--- config.mk ---
export PLATFORM = sky130hd
export DESIGN_NAME = ysyx_25020037_ifu
export DESIGN_NICKNAME = d
export VERILOG_FILES = /design/src/rtl/ysyx_25020037_ifu.sv
export SDC_FILE = /design/constraint.sdc
export NUM_CORES = 1
export LEC_CHECK = 0
export ABC_CLOCK_PERIOD_IN_PS = 4460
export CAP_MARGIN = 20
export CORE_MARGIN = 5
export CORE_UTILIZATION = 40
export CTS_CLUSTER_SIZE = 14
export DETAILED_ROUTE_END_ITERATION = 8
export PLACE_DENSITY_LB_ADDON = 0.08
export SETUP_SLACK_MARGIN = 0.1
export SYNTH_ARGS = -nofsm -noshare
export SYNTH_HDL_FRONTEND = slang
export SYNTH_SLANG_ARGS = --single-unit
--- constraint.sdc ---
create_clock -name clk -period 4.46 [get_ports clk]
set_input_delay 0.892 -clock clk [delete_from_list [all_inputs] [get_ports clk]]
set_output_delay 0.892 -clock clk [all_outputs]
set_load 0.01 [all_outputs]
--- src/rtl/ysyx_25020037_ifu.sv ---
// Instruction fetch unit: one outstanding I-cache request at a time, a single
// instruction register toward decode, and redirect handling that squashes stale fetches.
module ysyx_25020037_ifu #(
  parameter int                    ADDR_WIDTH = 32,
  parameter int                    DATA_WIDTH = 32,
  parameter logic [ADDR_WIDTH-1:0] RESET_PC   = 32'h8000_0000
) (
  input  logic                  clk,
  input  logic                  rst,
  output logic [ADDR_WIDTH-1:0] ic_addr,
  output logic                  ic_req,
  input  logic [DATA_WIDTH-1:0] ic_data,
  input  logic                  ic_ready,
  output logic [DATA_WIDTH-1:0] inst_o,
  output logic [ADDR_WIDTH-1:0] pc_o,
  output logic                  out_valid,
  input  logic                  out_ready,
  input  logic                  redirect_valid,
  input  logic [ADDR_WIDTH-1:0] redirect_pc
);

  typedef enum logic [1:0] {
    S_IDLE,
    S_REQ,
    S_WAIT,
    S_VALID
  } state_e;

  state_e                state_q, state_d;
  logic [ADDR_WIDTH-1:0] pc_q, pc_d;
  logic [ADDR_WIDTH-1:0] req_addr_q, req_addr_d;
  logic [ADDR_WIDTH-1:0] pc_o_q, pc_o_d;
  logic [DATA_WIDTH-1:0] inst_q, inst_d;
  logic                  kill_q, kill_d;
  logic                  ic_req_q, ic_req_d;
  logic                  out_valid_q, out_valid_d;
  logic [ADDR_WIDTH-1:0] redir_tgt;
  logic                  redir_lsb_unused;

  assign redir_tgt        = {redirect_pc[ADDR_WIDTH-1:2], 2'b00};
  assign redir_lsb_unused = ^redirect_pc[1:0];

  always_comb begin
    state_d    = state_q;
    pc_d       = pc_q;
    req_addr_d = req_addr_q;
    pc_o_d     = pc_o_q;
    inst_d     = inst_q;
    kill_d     = kill_q;
    case (state_q)
      S_IDLE: begin
        if (redirect_valid) pc_d = redir_tgt;
        state_d = S_REQ;
      end
      S_REQ: begin
        state_d = S_WAIT;
        if (redirect_valid) begin
          pc_d   = redir_tgt;
          kill_d = 1'b1;
        end
      end
      S_WAIT: begin
        if (redirect_valid) pc_d = redir_tgt;
        if (ic_ready) begin
          // A killed or simultaneously redirected response is dropped and refetched.
          if (kill_q || redirect_valid) begin
            state_d = S_REQ;
            kill_d  = 1'b0;
          end else begin
            state_d = S_VALID;
            inst_d  = ic_data;
            pc_o_d  = req_addr_q;
          end
        end else if (redirect_valid) begin
          kill_d = 1'b1;
        end
      end
      S_VALID: begin
        if (redirect_valid) begin
          pc_d    = redir_tgt;
          state_d = S_REQ;
        end else if (out_ready) begin
          pc_d    = pc_o_q + ADDR_WIDTH'(4);
          state_d = S_REQ;
        end
      end
      default: state_d = S_IDLE;
    endcase
    // Latch the fetch address on entry to REQ so ic_addr is valid alongside ic_req.
    if (state_d == S_REQ) req_addr_d = pc_d;
    ic_req_d    = (state_d == S_REQ);
    out_valid_d = (state_d == S_VALID);
  end

  always_ff @(posedge clk or posedge rst) begin
    if (rst) begin
      state_q     <= S_IDLE;
      pc_q        <= RESET_PC;
      req_addr_q  <= RESET_PC;
      pc_o_q      <= '0;
      inst_q      <= '0;
      kill_q      <= 1'b0;
      ic_req_q    <= 1'b0;
      out_valid_q <= 1'b0;
    end else begin
      state_q     <= state_d;
      pc_q        <= pc_d;
      req_addr_q  <= req_addr_d;
      pc_o_q      <= pc_o_d;
      inst_q      <= inst_d;
      kill_q      <= kill_d;
      ic_req_q    <= ic_req_d;
      out_valid_q <= out_valid_d;
    end
  end

  assign ic_addr   = req_addr_q;
  assign ic_req    = ic_req_q;
  assign inst_o    = inst_q;
  assign pc_o      = pc_o_q;
  assign out_valid = out_valid_q;

endmodule

# --- After elaboration in Yosys (flattened, before gate mapping) ---
# Cells that the tools add are included.
word_totals:
  ff_bits: 133
  input_bits: 69
  out_inout_bits: 98
  wordCells: 35
op_classes:
  add_sub_neg: 1
  n_eq_ne: 6
  muxes: 13
  bitwise_logic: 1
  reduce_logical: 6
ops:
  columns: ["op", "count"]
  rows:
  - ["$mux 32", 3]
  - ["$pmux 32 s2", 1]
  - ["$add 32x3->32 const B", 1]
  - ["$mux 2", 4]
  - ["$pmux 2 s4", 1]
  - ["$eq 2x2->1 const B", 3]
  - ["$eq 2x1->1 const B", 2]
  - ["$mux 1", 3]
  - ["$ne 3x3->1 const B", 1]
  - ["$reduce_and 3->1", 1]
  - ["$reduce_or 3->1", 1]
  - ["$logic_not 2->1", 1]
  - ["$pmux 1 s2", 1]
  - ["$reduce_and 2->1", 1]
  - ["$reduce_bool 2->1", 1]
  - ["$logic_or 1x1->1", 1]
  - ["$not 1->1", 1]

# --- Longest topological paths before layout ---
depth:
  depth_word: 5
  ltp_mapped: 7
  mapped_depth_nobuf: 6

# --- Least setup slack after synthesis ---
# OpenSTA, ideal clock, no wires.
synth_timing:
  path_kind: "input to register"
  from: "input redirect_valid"
  to: "register inst_q[0] (netlist: inst_o[0])"
  setup_time_ns: 0.125
  arrival_ns: 2.181
  required_time_ns: 4.335
  slack_ns: 2.154
  cell_stages: 5
  path_buffers: 2
  cell_sequence: "clkbuf_1 -> nor2_1 -> nand3_1 -> clkbuf_1 -> mux2_2"
synth_between:
  elab_chain_len: 3
synth_lines:
  columns: ["element", "line", "source"]
  rows:
  - ["from (decl)", "18", "input logic redirect_valid,"]
  - ["$logic_or 1x1->1", "66", "if (kill_q || redirect_valid) begin"]
  - ["$not 1->1 (no source line)", null, null]
  - ["$reduce_and 3->1 (no source line)", null, null]
  - ["to (signal assigned)", "110", "inst_q <= inst_d;"]
  - ["to (decl)", "33", "logic [DATA_WIDTH-1:0] inst_q, inst_d;"]
# Every way passes these cells.
# A chain may end at the register's enable or synchronous reset.

# --- Worst setup path after layout ---
layout_timing:
  from: "input out_ready"
  to: "register req_addr_q[30] (netlist: ic_addr[30])"
layout_between:
  elab_chain_len: 4
  elab_cells_between_ends: 7
  cone_classes: "1 x eq/ne; 6 x mux"
layout_lines:
  columns: ["element", "line", "source"]
  rows:
  - ["from (decl)", "17", "input logic out_ready,"]
  - ["$mux 2", "82", "end else if (out_ready) begin"]
  - ["$mux 2", "79", "if (redirect_valid) begin"]
  - ["$pmux 2 s4", "50", "case (state_q)"]
  - ["$eq 2x1->1", "90", "if (state_d == S_REQ) req_addr_d = pc_d;"]
  - ["to (signal assigned)", "108", "req_addr_q <= req_addr_d;"]
  - ["to (decl)", "31", "logic [ADDR_WIDTH-1:0] req_addr_q, req_addr_d;"]
# Several ways; a longest one is shown, not always the timed one.

==> impl_metrics.env <==
export IMPL_syn_to_final_growth_pct=41.87
export IMPL_die_w_um=130.6
export IMPL_netSwitchingPower_w=0.001842
export IMPL_synthFlopType="dfrtp_1"
export IMPL_r2r_end="ic_addr[23]"
export IMPL_clk_latency_ns=0.41
export IMPL_rows=44
export IMPL_p_per_area_mw_per_mm2=686.9
export IMPL_ys_seq_area_share_pct=57.22
export IMPL_hold_violations=0
export IMPL_switching_share_pct=32.47
export IMPL_period_needed_ns=2.705
export IMPL_synthCells=503
export IMPL_initial_core_util_pct=40.35
export IMPL_grt_max_degree=65
export IMPL_cts_root_buffer="clkbuf_16"
export IMPL_ys_warn_count=0
export IMPL_die_y_um=130.6
export IMPL_slew_violations=0
export IMPL_worst_setup_path_type="in2reg"
export IMPL_overflow=0
export IMPL_crit_required_ns=4.79
export IMPL_relSlewSlack_pct=34.05
export IMPL_worstPathMaxFanout=10
export IMPL_reg2reg_slack_ns=1.88
export IMPL_numCtsBuffers=17
export IMPL_antenna_found_initial=0
export IMPL_cp_arrival_ns=3.04
export IMPL_peakVddDrop_uv=361.2
export IMPL_synth_seq_cells=133
export IMPL_rsz0062_at_grt="false"
export IMPL_topRoutingLayerUsed="met4"
export IMPL_async_flop_share_pct=100.0
export IMPL_vias_per_cell=5.283
export IMPL_intPower_w=0.003831
export IMPL_tns_ns=0
export IMPL_avgSynthCellArea_um2=11.57
export IMPL_cts_buffer_depth=2
export IMPL_routabilityCongestion=0.7753
export IMPL_final_layout_size_suffix_gt1_share_pct=17.77
export IMPL_layout_common_cells="clkdlybuf4s50_1 (163), dfrtp_1 (131), mux2_2 (79)"
export IMPL_place_hpwl_um=10760
export IMPL_wirelength_um=15600
export IMPL_drc=0
export IMPL_drtIter0Drc=194
export IMPL_synth_edff_count=0
export IMPL_ant_nets=0
export IMPL_hold_depth=1
export IMPL_synth_area_mm2=0.005821
export IMPL_worstReg2RegStart="pc_o[2]"
export IMPL_place_ws_ns=1.318
export IMPL_status="completed"
export IMPL_dr_pass1_iters=5
export IMPL_h_tree_depth=4
export IMPL_reg2reg_depth=5
export IMPL_whs_endpoint="inst_o[9]"
export IMPL_ios=167
export IMPL_synth_top_area_share_pct=56.32
export IMPL_power_leakage_nw=3.482
export IMPL_worstMarginPinSlew_ns=0.9893
export IMPL_end_kind="flip-flop"
export IMPL_grt_pass1_vias=4837
export IMPL_maxCapViolCount=0
export IMPL_clk_pin_slew_ns=0.05
export IMPL_num_antenna_cells=0
export IMPL_p_clk_share_pct=24.0
export IMPL_cts_tree="built"
export IMPL_yosysUniqueCellTypes=43
export IMPL_core_mm2=0.01442
export IMPL_vias=4570
export IMPL_max_freq_mhz=369.7
export IMPL_grt_pass1_wl_um=25240
export IMPL_cp_start_kind="input port"
export IMPL_gr_usage_all_layers_pct=19.36
export IMPL_yosys_area_top_type="dfrtp_1"
export IMPL_dieArea_mm2=0.01706
export IMPL_hp_start="inst_o[9]"
export IMPL_setup_slack_ns=1.755
export IMPL_power_frac_seq_pct=37.9
export IMPL_numPortBuffers=164
export IMPL_syn_nets=573
export IMPL_fin_crit_sh_pct=60.65
export IMPL_hold_buffers=0
export IMPL_layout_commonest_cell="clkdlybuf4s50_1"
export IMPL_cts_resized_gates=0
export IMPL_skew_ns=0.008081
export IMPL_route_met3_wl_um=1235
export IMPL_cts_sinks=133
export IMPL_routedWlPerCell_um=18.03
export IMPL_pwr_share_comb_pct=38.1
export IMPL_wl_met1_um=6439
export IMPL_nNetsFinal=738
export IMPL_setup_viol=0
export IMPL_min_path_type="reg2reg"
export IMPL_postCtsSetupBuffers=0
export IMPL_synth_area_leaders="dfrtp_1 (56%), mux2_2 (15%), nand2_1 (4.1%)"
export IMPL_wl_met2_um=7699
==> registers in the layout (all words and copies together) (netlist names) <==
register   flops
ic_addr       32
state_q        2
ic_req         1
kill_q         1
pc_o          32
out_valid      1
pc_q          32
inst_o        32
==> cell usage after synthesis, drive strengths merged (4+ instances only) <==
| cell | n |
|---|---|
| xor2 | 8 |
| a21oi | 13 |
| o221ai | 4 |
| nor2 | 43 |
| clkbuf | 21 |
| mux2 | 80 |
| dfrtp | 131 |
| a31oi | 10 |
| nand4 | 12 |
| a211o | 4 |
| o31a | 8 |
| buf | 5 |
| o21ai | 17 |
| inv | 4 |
| nand2 | 63 |
| nand3 | 11 |
| and4 | 5 |
| nor3 | 8 |
| nor4 | 12 |
| mux2i | 4 |
| xnor2 | 7 |
==> worst max-delay path by stage <==
stage	start	end	slack [ns]
final	out_ready	ic_addr[30]	1.76
after global routing	out_ready	ic_addr[30]	1.57
after CTS	out_ready	ic_addr[30]	1.74
after detailed placement	out_ready	ic_addr[26]	1.32
after global placement	out_ready	ic_addr[23]	1.35
after floorplan	rst	ic_addr[0]	1.92
==> critical path: stages <==
cell             delay (ns)
clkdlybuf4s50_1        0.49
nand3_1                0.42
nor2_1                 0.74
o21ai_0                0.27
a31oi_1                0.22
==> cell families (layout without fill, tap and decap cells) <==
group                      count (synthesis)  in the layout  share of synthesized area (%)
AOI/OAI and AO/OA                         74             74                          8.641
muxes                                     84             84                          16.23
DFF                                      133            133                          57.22
adders and majority gates                  1              1                         0.2149
and+or+nand+nor                          166            166                          13.50
buffers and inverters                     30            208                          1.935
xor gates and xnor gates                  15             15                          2.257
==> power by group through the flow <==
stage	Clock, W	Sequential (W)	Combinational [W]
after floorplan	0	0.00225	0.000872
after global placement	0	0.00215	0.00215
after detailed placement	0	0.00217	0.00218
after CTS	0.00140	0.00216	0.00220
after global routing	0.00145	0.00223	0.00235
final	0.00136	0.00215	0.00216
==> per-stage QoR <==
stage	utilization [%]	cells	hold slack, ns	power, W	area (um2)
6_report	57.25	865	0.5009	0.005672	8258
5_1_grt	57.25	865	0.5243	0.006033	8258
4_1_cts	57.25	865	0.5061	0.005757	8258
3_5_place_dp	53.24	833	0.4935	0.004354	7679
3_3_place_gp	53.24	833	0.4855	0.004294	7679
2_1_floorplan	-	503	0.5005	0.003119	5824
==> area by class of cell <==
type,count,area [um2]
inverters,4,18.77
well taps,184,230.2
clock buffers,28,506.7
multi-input cells,340,2390
fillers,1232,6166
clock inverters,4,72.57
flip-flops and latches,133,3331
repair buffers,172,1709
==> routing by layer <==
metal / vias to the layer above / global-route usage, %
met2: 139 / 31.37
li1: 2148 / -
met1: 2268 / 24.08
met4: 0 / 7.804
met3: 15 / 6.260
met5: - / 0
No activity file was read; power rests on OpenSTA's default activity.
